`src/rtl/hash_lookup_sched.sv`:
```
// Scheduler for a three-table hash lookup pipeline: arbitrates lookups and updates,
// bounds the number of lookups in flight, and sweeps all tables to empty on request.
module hash_lookup_sched #(
    parameter int ADDR_W  = 12,
    parameter int MAX_OUT = 8
) (
    input  logic                  Sys_clk,
    input  logic                  Rst,
    input  logic [3*ADDR_W-1:0]   Lkp_addr,
    input  logic                  Lkp_wr,
    output logic                  Lkp_ready,
    input  logic [ADDR_W-1:0]     Upd_addr,
    input  logic [1:0]            Upd_sel,
    input  logic [3:0]            Upd_data,
    input  logic                  Upd_wr,
    output logic                  Upd_ready,
    input  logic                  Clr_req,
    output logic                  Clr_done,
    output logic                  Busy,
    input  logic                  Res_wr,
    output logic [ADDR_W-1:0]     Hash_addr1,
    output logic [ADDR_W-1:0]     Hash_addr2,
    output logic [ADDR_W-1:0]     Hash_addr3,
    output logic                  Hash_rd,
    output logic [2:0]            Hash_we,
    output logic [3:0]            Hash_wdata,
    output logic                  Err_uflow
);

    typedef enum logic [1:0] {
        SERVE = 2'd0,
        DRAIN = 2'd1,
        CLEAR = 2'd2,
        DONE  = 2'd3
    } state_t;

    typedef enum logic {
        RR_LKP = 1'b0,
        RR_UPD = 1'b1
    } rr_t;

    localparam int                CNT_W     = 4;
    localparam logic [CNT_W-1:0]  CNT_MAX   = CNT_W'(MAX_OUT);
    localparam logic [ADDR_W-1:0] ADDR_LAST = {ADDR_W{1'b1}};
    localparam logic [ADDR_W-1:0] ADDR_ZERO = {ADDR_W{1'b0}};
    localparam logic [3:0]        EMPTY_VAL = 4'hF;

    state_t             state_q, state_d;
    rr_t                rr_q, rr_d;
    logic [CNT_W-1:0]   cnt_q, cnt_d;
    logic [ADDR_W-1:0]  clr_addr_q, clr_addr_d;
    logic               err_uflow_q, err_uflow_d;
    logic [ADDR_W-1:0]  hash_addr1_q, hash_addr1_d;
    logic [ADDR_W-1:0]  hash_addr2_q, hash_addr2_d;
    logic [ADDR_W-1:0]  hash_addr3_q, hash_addr3_d;
    logic               hash_rd_q, hash_rd_d;
    logic [2:0]         hash_we_q, hash_we_d;
    logic [3:0]         hash_wdata_q, hash_wdata_d;

    logic serve_s, lkp_ok_s, lkp_ready_s, upd_ready_s, lkp_go_s, upd_go_s;

    // Grants are exclusive: when both requests compete, rr_q decides.
    assign serve_s     = (state_q == SERVE) && !Clr_req && !Rst;
    assign lkp_ok_s    = serve_s && (cnt_q < CNT_MAX);
    assign lkp_ready_s = lkp_ok_s && (!Upd_wr || (rr_q == RR_LKP));
    assign upd_ready_s = serve_s && (!Lkp_wr || !lkp_ok_s || (rr_q == RR_UPD));
    assign lkp_go_s    = Lkp_wr && lkp_ready_s;
    assign upd_go_s    = Upd_wr && upd_ready_s;

    // In-flight counter and sticky underflow flag.
    always_comb begin
        cnt_d       = cnt_q;
        err_uflow_d = err_uflow_q;
        if (lkp_go_s && !Res_wr) begin
            cnt_d = cnt_q + 4'd1;
        end else if (Res_wr && !lkp_go_s) begin
            if (cnt_q == 4'd0) begin
                err_uflow_d = 1'b1;
            end else begin
                cnt_d = cnt_q - 4'd1;
            end
        end else begin
            cnt_d = cnt_q;
        end
    end

    // Round-robin pointer favours the side that was not granted last.
    always_comb begin
        rr_d = rr_q;
        if (lkp_go_s) begin
            rr_d = RR_UPD;
        end else if (upd_go_s) begin
            rr_d = RR_LKP;
        end else begin
            rr_d = rr_q;
        end
    end

    // Next state and next registered table-port values; idle cycles drive zeros.
    always_comb begin
        state_d      = state_q;
        clr_addr_d   = clr_addr_q;
        hash_addr1_d = ADDR_ZERO;
        hash_addr2_d = ADDR_ZERO;
        hash_addr3_d = ADDR_ZERO;
        hash_rd_d    = 1'b0;
        hash_we_d    = 3'b000;
        hash_wdata_d = 4'h0;
        case (state_q)
            SERVE: begin
                if (Clr_req) begin
                    state_d = DRAIN;
                end else if (lkp_go_s) begin
                    hash_rd_d    = 1'b1;
                    hash_addr1_d = Lkp_addr[ADDR_W-1:0];
                    hash_addr2_d = Lkp_addr[2*ADDR_W-1:ADDR_W];
                    hash_addr3_d = Lkp_addr[3*ADDR_W-1:2*ADDR_W];
                end else if (upd_go_s) begin
                    case (Upd_sel)
                        2'd1: begin
                            hash_we_d    = 3'b001;
                            hash_addr1_d = Upd_addr;
                            hash_wdata_d = Upd_data;
                        end
                        2'd2: begin
                            hash_we_d    = 3'b010;
                            hash_addr2_d = Upd_addr;
                            hash_wdata_d = Upd_data;
                        end
                        2'd3: begin
                            hash_we_d    = 3'b100;
                            hash_addr3_d = Upd_addr;
                            hash_wdata_d = Upd_data;
                        end
                        default: begin
                            hash_we_d = 3'b000;
                        end
                    endcase
                end else begin
                    state_d = SERVE;
                end
            end
            DRAIN: begin
                // The first clear write is launched here so it lands in the first CLEAR cycle.
                if (cnt_q == 4'd0) begin
                    state_d      = CLEAR;
                    clr_addr_d   = ADDR_ZERO;
                    hash_we_d    = 3'b111;
                    hash_wdata_d = EMPTY_VAL;
                end else begin
                    state_d = DRAIN;
                end
            end
            CLEAR: begin
                if (clr_addr_q == ADDR_LAST) begin
                    state_d = DONE;
                end else begin
                    clr_addr_d   = clr_addr_q + ADDR_W'(1);
                    hash_we_d    = 3'b111;
                    hash_addr1_d = clr_addr_d;
                    hash_addr2_d = clr_addr_d;
                    hash_addr3_d = clr_addr_d;
                    hash_wdata_d = EMPTY_VAL;
                end
            end
            DONE: begin
                state_d    = SERVE;
                clr_addr_d = ADDR_ZERO;
            end
            default: begin
                state_d    = SERVE;
                clr_addr_d = ADDR_ZERO;
            end
        endcase
    end

    // State, counters and registered table-port outputs.
    always_ff @(posedge Sys_clk or posedge Rst) begin
        if (Rst) begin
            state_q      <= SERVE;
            rr_q         <= RR_LKP;
            cnt_q        <= 4'd0;
            clr_addr_q   <= ADDR_ZERO;
            err_uflow_q  <= 1'b0;
            hash_addr1_q <= ADDR_ZERO;
            hash_addr2_q <= ADDR_ZERO;
            hash_addr3_q <= ADDR_ZERO;
            hash_rd_q    <= 1'b0;
            hash_we_q    <= 3'b000;
            hash_wdata_q <= 4'h0;
        end else begin
            state_q      <= state_d;
            rr_q         <= rr_d;
            cnt_q        <= cnt_d;
            clr_addr_q   <= clr_addr_d;
            err_uflow_q  <= err_uflow_d;
            hash_addr1_q <= hash_addr1_d;
            hash_addr2_q <= hash_addr2_d;
            hash_addr3_q <= hash_addr3_d;
            hash_rd_q    <= hash_rd_d;
            hash_we_q    <= hash_we_d;
            hash_wdata_q <= hash_wdata_d;
        end
    end

    assign Lkp_ready  = lkp_ready_s;
    assign Upd_ready  = upd_ready_s;
    assign Busy       = (state_q != SERVE);
    assign Clr_done   = (state_q == DONE);
    assign Err_uflow  = err_uflow_q;
    assign Hash_addr1 = hash_addr1_q;
    assign Hash_addr2 = hash_addr2_q;
    assign Hash_addr3 = hash_addr3_q;
    assign Hash_rd    = hash_rd_q;
    assign Hash_we    = hash_we_q;
    assign Hash_wdata = hash_wdata_q;

endmodule

```
`config.mk`:
```
export PLATFORM = sky130hd
export DESIGN_NAME = hash_lookup_sched
export DESIGN_NICKNAME = d
export VERILOG_FILES = /design/src/rtl/hash_lookup_sched.sv
export SDC_FILE = /design/constraint.sdc
export NUM_CORES = 1
export LEC_CHECK = 0
export CORE_MARGIN = 3
export CORE_UTILIZATION = 30
export CTS_CLUSTER_SIZE = 20
export DETAILED_ROUTE_END_ITERATION = 10
export DONT_BUFFER_PORTS = 1
export PLACE_DENSITY_LB_ADDON = 0.12
export SETUP_SLACK_MARGIN = 0.05
export SLEW_MARGIN = 40
export SYNTH_ARGS = -nofsm -noshare
export SYNTH_HDL_FRONTEND = slang
export SYNTH_SLANG_ARGS = --single-unit
```
`constraint.sdc`:
```
create_clock -name Sys_clk -period 3.3 [get_ports Sys_clk]
set_clock_uncertainty 0.15 [all_clocks]
set_input_delay 0.66 -clock Sys_clk [delete_from_list [all_inputs] [get_ports Sys_clk]]
set_output_delay 0.66 -clock Sys_clk [all_outputs]
set_load 0.01 [all_outputs]
```
==> Word level (Yosys, flattened, before mapping) <==
Cells that the tools add are included.
{ "word_totals": {"ff_bits": 64, "wordCells": 107} }
{ "op_classes": {"add_sub_neg": 3, "magnitude_cmp": 1, "eq_ne": 13, "mux": 47, "n_bitwise": 2, "reduce_logical": 30} }
{ "op_table": {"columns": ["cell", "count"], "rows": [
  ["two-way mux 12 bit", 15],
  ["one-hot mux 12 bit (2 select lines)", 3],
  ["two-way mux 4 bit", 9],
  ["one-hot mux 12 bit (3 select lines)", 1],
  ["one-hot mux 3 bit (3 select lines)", 2],
  ["two-way mux 3 bit", 5],
  ["adder 12 x 1 -> 12 bit (second input constant)", 1],
  ["equality test 12 bit (second input constant)", 1],
  ["one-hot mux 4 bit (3 select lines)", 1],
  ["two-way mux 2 bit", 5],
  ["logical AND 1 bit", 9],
  ["AND reduction 3 bit", 3],
  ["equality test 2 bit (second input constant)", 4],
  ["inequality test 2 bit (second input constant)", 4],
  ["one-hot mux 2 bit (4 select lines)", 1],
  ["zero test 1 bit", 7],
  ["inequality test 3 bit (second input constant)", 2],
  ["nonzero test 2 bit", 3],
  ["two-way mux 1 bit", 5],
  ["adder 4 x 1 -> 4 bit (second input constant)", 1],
  ["equality test 2 x 1 -> 1 bit (second input constant)", 2],
  ["zero test 4 bit", 1],
  ["< comparator 4 bit (second input constant)", 1],
  ["subtractor 4 x 1 -> 4 bit (second input constant)", 1],
  ["6 further kinds", 9]
]} }

==> Logic depth before layout (Yosys ltp) <==
{ "logic_depth": {"depth_word": 13, "mapped_depth": 11, "mapped_depth_nobuf": 9} }

==> Least setup slack after synthesis <==
No wires, ideal clock.
{ "synth_timing": {"path_kind": "input to register", "start": "in Clr_req", "end": "reg cnt_q[3]", "setup_ns": 0.080, "arrival_ns": 2.941, "required_ns": 3.070, "path_slack_ns": 0.129, "stages": 11, "path_buffers": 2, "cell_sequence": "or4_4 > buf_6 > a2111oi_4 > buf_2 > ha_1 > inv_1 > ha_1 > a21oi_1 > a211oi_1 > a31oi_1 > xnor2_1"} }
{ "synth_via": {"elab_chain_len": 10} }
{ "synth_lines": {"columns": ["element", "line_no", "text"], "rows": [
  ["start, declared", "17", "input logic Clr_req,"],
  ["zero test 1 bit (*)", "63", "assign serve_s = (state_q == SERVE) && !Clr_req && !Rst;"],
  ["logical AND 1 bit (*) (2 in series)", "63", null],
  ["logical AND 1 bit (*)", "64", "assign lkp_ok_s = serve_s && (cnt_q < CNT_MAX);"],
  ["logical AND 1 bit (*)", "65", "assign lkp_ready_s = lkp_ok_s && (!Upd_wr || (rr_q == RR_LKP));"],
  ["logical AND 1 bit (*)", "67", "assign lkp_go_s = Lkp_wr && lkp_ready_s;"],
  ["named net lkp_go_s", "60", "logic serve_s, lkp_ok_s, lkp_ready_s, upd_ready_s, lkp_go_s, upd_go_s;"],
  ["zero test 1 bit", "76", "end else if (Res_wr && !lkp_go_s) begin"],
  ["logical AND 1 bit", "76", null],
  ["nonzero test 2 bit (no source line)", null, null],
  ["AND reduction 2 bit (no source line)", null, null],
  ["end signal, assigned", "194", "cnt_q <= cnt_d;"],
  ["end, declared", "50", "logic [CNT_W-1:0] cnt_q, cnt_d;"]
]} }
The timed path passes the listed nets; every way through them passes the cells marked *.
A chain may end at the register's enable or synchronous reset.

==> results by group <==
GRT
  – First-pass GRT wire length: 11.8 mm
  – Antenna violations before repair: 0
  – Maximum number of pins on one net before global-route repair: 38
  – All-layer global routing usage: 13.8%
  – Via count of the first global-routing pass: 2117
  – Global route overflow: 0

STA
  – Maximum operating frequency: 0.354 GHz
  – Setup TNS after final layout: 0 ns
  – Worst Tran Pin Value: 0.592 ns
  – Portion of the clock cycle consumed by the worst path in the final layout: 85.5%
  – Unrepaired setup endpoints after global routing: no
  – Shortest clock period the worst path allows after layout: 2.82 ns
  – Number of pins with negative max-slew slack in the final report: 0
  – Hold violation total from the final report: 0
  – Worst slew margin relative to its limit: 60.5%
  – Finish-stage setup viols: 0

Final layout
  – Fill cell count: 908
  – Count of inserted antenna diode cells: 0
  – Final-stage net count: 316
  – Combined flip-flop and latch cell area: 1600 µm²
  – Cell area after layout: 3260 µm²
  – Post-synthesis to final-layout area growth: 11.9%
  – Ratio of cells with drive above 1 in the final layout: 12.2%
  – Multi-input gate area: 1190 µm²

Setup path
  – Crit path max fanout: 5
  – Crit path DAT: 2.94 ns
  – Endpoint type of the worst setup path: register
  – WS Path Type: register to register
  – Worst path required time: 3.41 ns
  – Startpoint Class: register

Synth
  – Top cells by count, synth: sky130_fd_sc_hd__dfrtp_1 (64), sky130_fd_sc_hd__a221o_1 (33), sky130_fd_sc_hd__nand2_1 (16), sky130_fd_sc_hd__a21o_1 (13), sky130_fd_sc_hd__a21oi_1 (10)
  – Most common cell in the synthesized netlist: sky130_fd_sc_hd__dfrtp_1
  – Area share of xor/xnor cells in the synthesized design: 1.80%
  – Post-synthesis share of cell area spent on and, or, nand and nor gates: 12.4%
  – Flops & latches, synth: 64
  – Compound-cell area share of the yosys netlist: 23.7%
  – Post-synth EDFFs: 0
  – Dominant combinational cell family by area after synthesis: compound AO/OA/AOI/OAI gates
  – Total standard cell area after synthesis: 2920 µm²
  – Post-synthesis instance total: 241
  – Post-synth top area share: 54.9%
  – Synth Flop Type: sky130_fd_sc_hd__dfrtp_1
  – Synth area leaders: sky130_fd_sc_hd__dfrtp_1 (55%), sky130_fd_sc_hd__a221o_1 (11%), sky130_fd_sc_hd__a21o_1 (3.3%), sky130_fd_sc_hd__buf_6 (2.3%), sky130_fd_sc_hd__ha_1 (2.1%)
  – Async S/R FF share, synth: 100%
  – Cell type with the largest total area after synthesis: sky130_fd_sc_hd__dfrtp_1
  – Post-synthesis adder-cell area fraction: 2.83%
  – Number of unique standard cell types used by synthesis: 45
  – Part of the Yosys area used for sequential elements: 54.9%
  – Yosys Warn Count: 0
  – Average footprint of a synthesized cell: 12.1 µm²
  – Proportion of synthesized area in mux cells: 0%
  – Net count of the mapped netlist: 307

Route
  – Via total after detailed routing: 2056
  – Pre-antenna DRT Iters: 4
  – Mean number of vias per cell: 5.35
  – Starting DRT DRC Count: 93
  – Average wire length per cell after detail routing: 18.8 µm
  – Count of unresolved DRC violations after routing: 0
  – Detailed Route WL: 7.23 mm
  – Final antenna-violating net count: 0

Clocking
  – Number of gates resized after CTS: 0
  – Setup repair bufs after CTS: 0
  – Clock root buffer: sky130_fd_sc_hd__clkbuf_8
  – Maximum buffer depth of the clock tree: 2
  – Total of hold buffers inserted after clock tree synthesis: 0
  – CTS H-tree depth: 3
  – Clock input transition at the sequential cells of the worst setup and hold paths: 0.08 ns
  – Clock tree from TritonCTS: yes
  – Clock tree sinks: 64
  – CTS buffer count: 9
  – Latest clock arrival within the worst-skew pair: 0.33 ns

Placed design
  – I/O Buffers: 0
  – Post-DP HPWL: 5.37 mm
  – Dpl cell area: 3070 µm²
  – Last weighted congestion value of the routability-driven placer: 0.768

Power
  – Maximum vdd drop: 265 µV
  – Leak Pwr: 1.56 nW
  – Power per standard cell area: 632 nW/µm²

Floorplan
  – FP Rows: 35
  – Number of top-level pins: 109
  – Horizontal extent of the die: 105 µm
  – Die Height: 105 µm
  – Starting utilization of the core area: 31.3%
  – Standard cell core area: 9330 µm²
  – Total die area: 10900 µm²

Status
  – Status: finished clean

Worst hold path
  – Path type of the worst min-delay path: primary input to async pin

Job
  – Max Cap Violations: 0
-- state kept, by name (all words and copies together) (netlist names), named ones only --
| signal | cells |
|---|---|
| cnt_q | 4 |
| state_q | 1 |
| rr_q | 1 |
| Hash_we | 3 |
| Hash_rd | 1 |
| Hash_addr3 | 12 |
| Err_uflow | 1 |
| Hash_wdata | 4 |
| Hash_addr2 | 12 |
| Hash_addr1 | 12 |
| clr_addr_q | 12 |
-- power by group --
| part | internal (mW) | switching, mW | total (mW) |
|---|---|---|---|
| combinational | 0.167 | 0.214 | 0.380 |
| sequential | 0.893 | 0.119 | 1.01 |
| clock | 0.368 | 0.301 | 0.669 |
| total | 1.43 | 0.634 | 2.06 |
-- metrics by stage --
step | std cells | hold slack (ns) | power, mW | util (%) | worst slack (ns)
after floorplan | 241 | 0.343 | 1.29 | - | 0.129
after detailed placement | 368 | 0.371 | 1.42 | 32.9 | 0.225
after global placement | 367 | 0.363 | 1.41 | 32.7 | 0.283
after global routing | 384 | 0.177 | 2.21 | 35.0 | 0.225
final | 384 | 0.152 | 2.06 | 35.0 | 0.478
after CTS | 384 | 0.152 | 2.11 | 35.0 | 0.463
-- cell type report --
cell class	instances	share of cell area [%]
tap	129	4.94
sequential	64	49.1
inverter	9	1.03
timing repair buffer	9	2.45
clock inverter	5	1.72
clock buffer	11	4.33
multi-input combinational	157	36.5
-- worst max-delay path: stages (launching register included) --
cell                        delay (ns)
sky130_fd_sc_hd__dfrtp_1          0.38
sky130_fd_sc_hd__or4_4            0.60
sky130_fd_sc_hd__a2111oi_4        0.36
sky130_fd_sc_hd__ha_1             0.23
sky130_fd_sc_hd__inv_1            0.10
sky130_fd_sc_hd__ha_1             0.33
sky130_fd_sc_hd__a21oi_1          0.20
sky130_fd_sc_hd__a211oi_1         0.10
sky130_fd_sc_hd__a31oi_1          0.18
sky130_fd_sc_hd__xnor2_1          0.14
-- worst paths after layout --
kind / slack, ns / end / cells after the start
min: 0.15 / cnt_q[2] / 2
min in group Sys_clk: 0.30 / Hash_rd / 1
max: 0.48 / cnt_q[3] / 9
max reg2reg: 0.48 / cnt_q[3] / 9
max in group asynchronous: 2.31 / Hash_addr3[8] / 3
min reg2reg: 0.38 / Err_uflow / 1
-- routing by layer --
metal / part of all wire [%] / track usage (%)
met5: 0 / 0
met4: 0.69 / 4.31
met3: 5.8 / 4.76
met2: 48 / 22.5
met1: 45 / 17.3
-- cells by family after synthesis --
logic type | after synthesis
buffers and inverters | 20
flip-flops | 64
adder cells (fa/ha/maj) | 6
XOR/XNOR | 6
AO/OA/AOI/OAI | 82
AND/OR/NAND/NOR | 63
-- cell usage in the layout (no fill, tap or decap), types with 4 or more instances in the layout --
cell	n
sky130_fd_sc_hd__dfrtp_1	64
sky130_fd_sc_hd__a221o_1	33
sky130_fd_sc_hd__nand2_1	16
sky130_fd_sc_hd__a21o_1	13
sky130_fd_sc_hd__a21oi_1	10
sky130_fd_sc_hd__clkbuf_8	10
sky130_fd_sc_hd__inv_1	8
sky130_fd_sc_hd__nor2_1	8
sky130_fd_sc_hd__buf_4	8
sky130_fd_sc_hd__o211ai_1	6
sky130_fd_sc_hd__and2_1	5
sky130_fd_sc_hd__nand2b_1	5
sky130_fd_sc_hd__nand3_1	5
sky130_fd_sc_hd__ha_1	5
sky130_fd_sc_hd__nand4_1	4
sky130_fd_sc_hd__or4_1	4
sky130_fd_sc_hd__o21ai_0	4
Power figures use the tool's default switching activity.
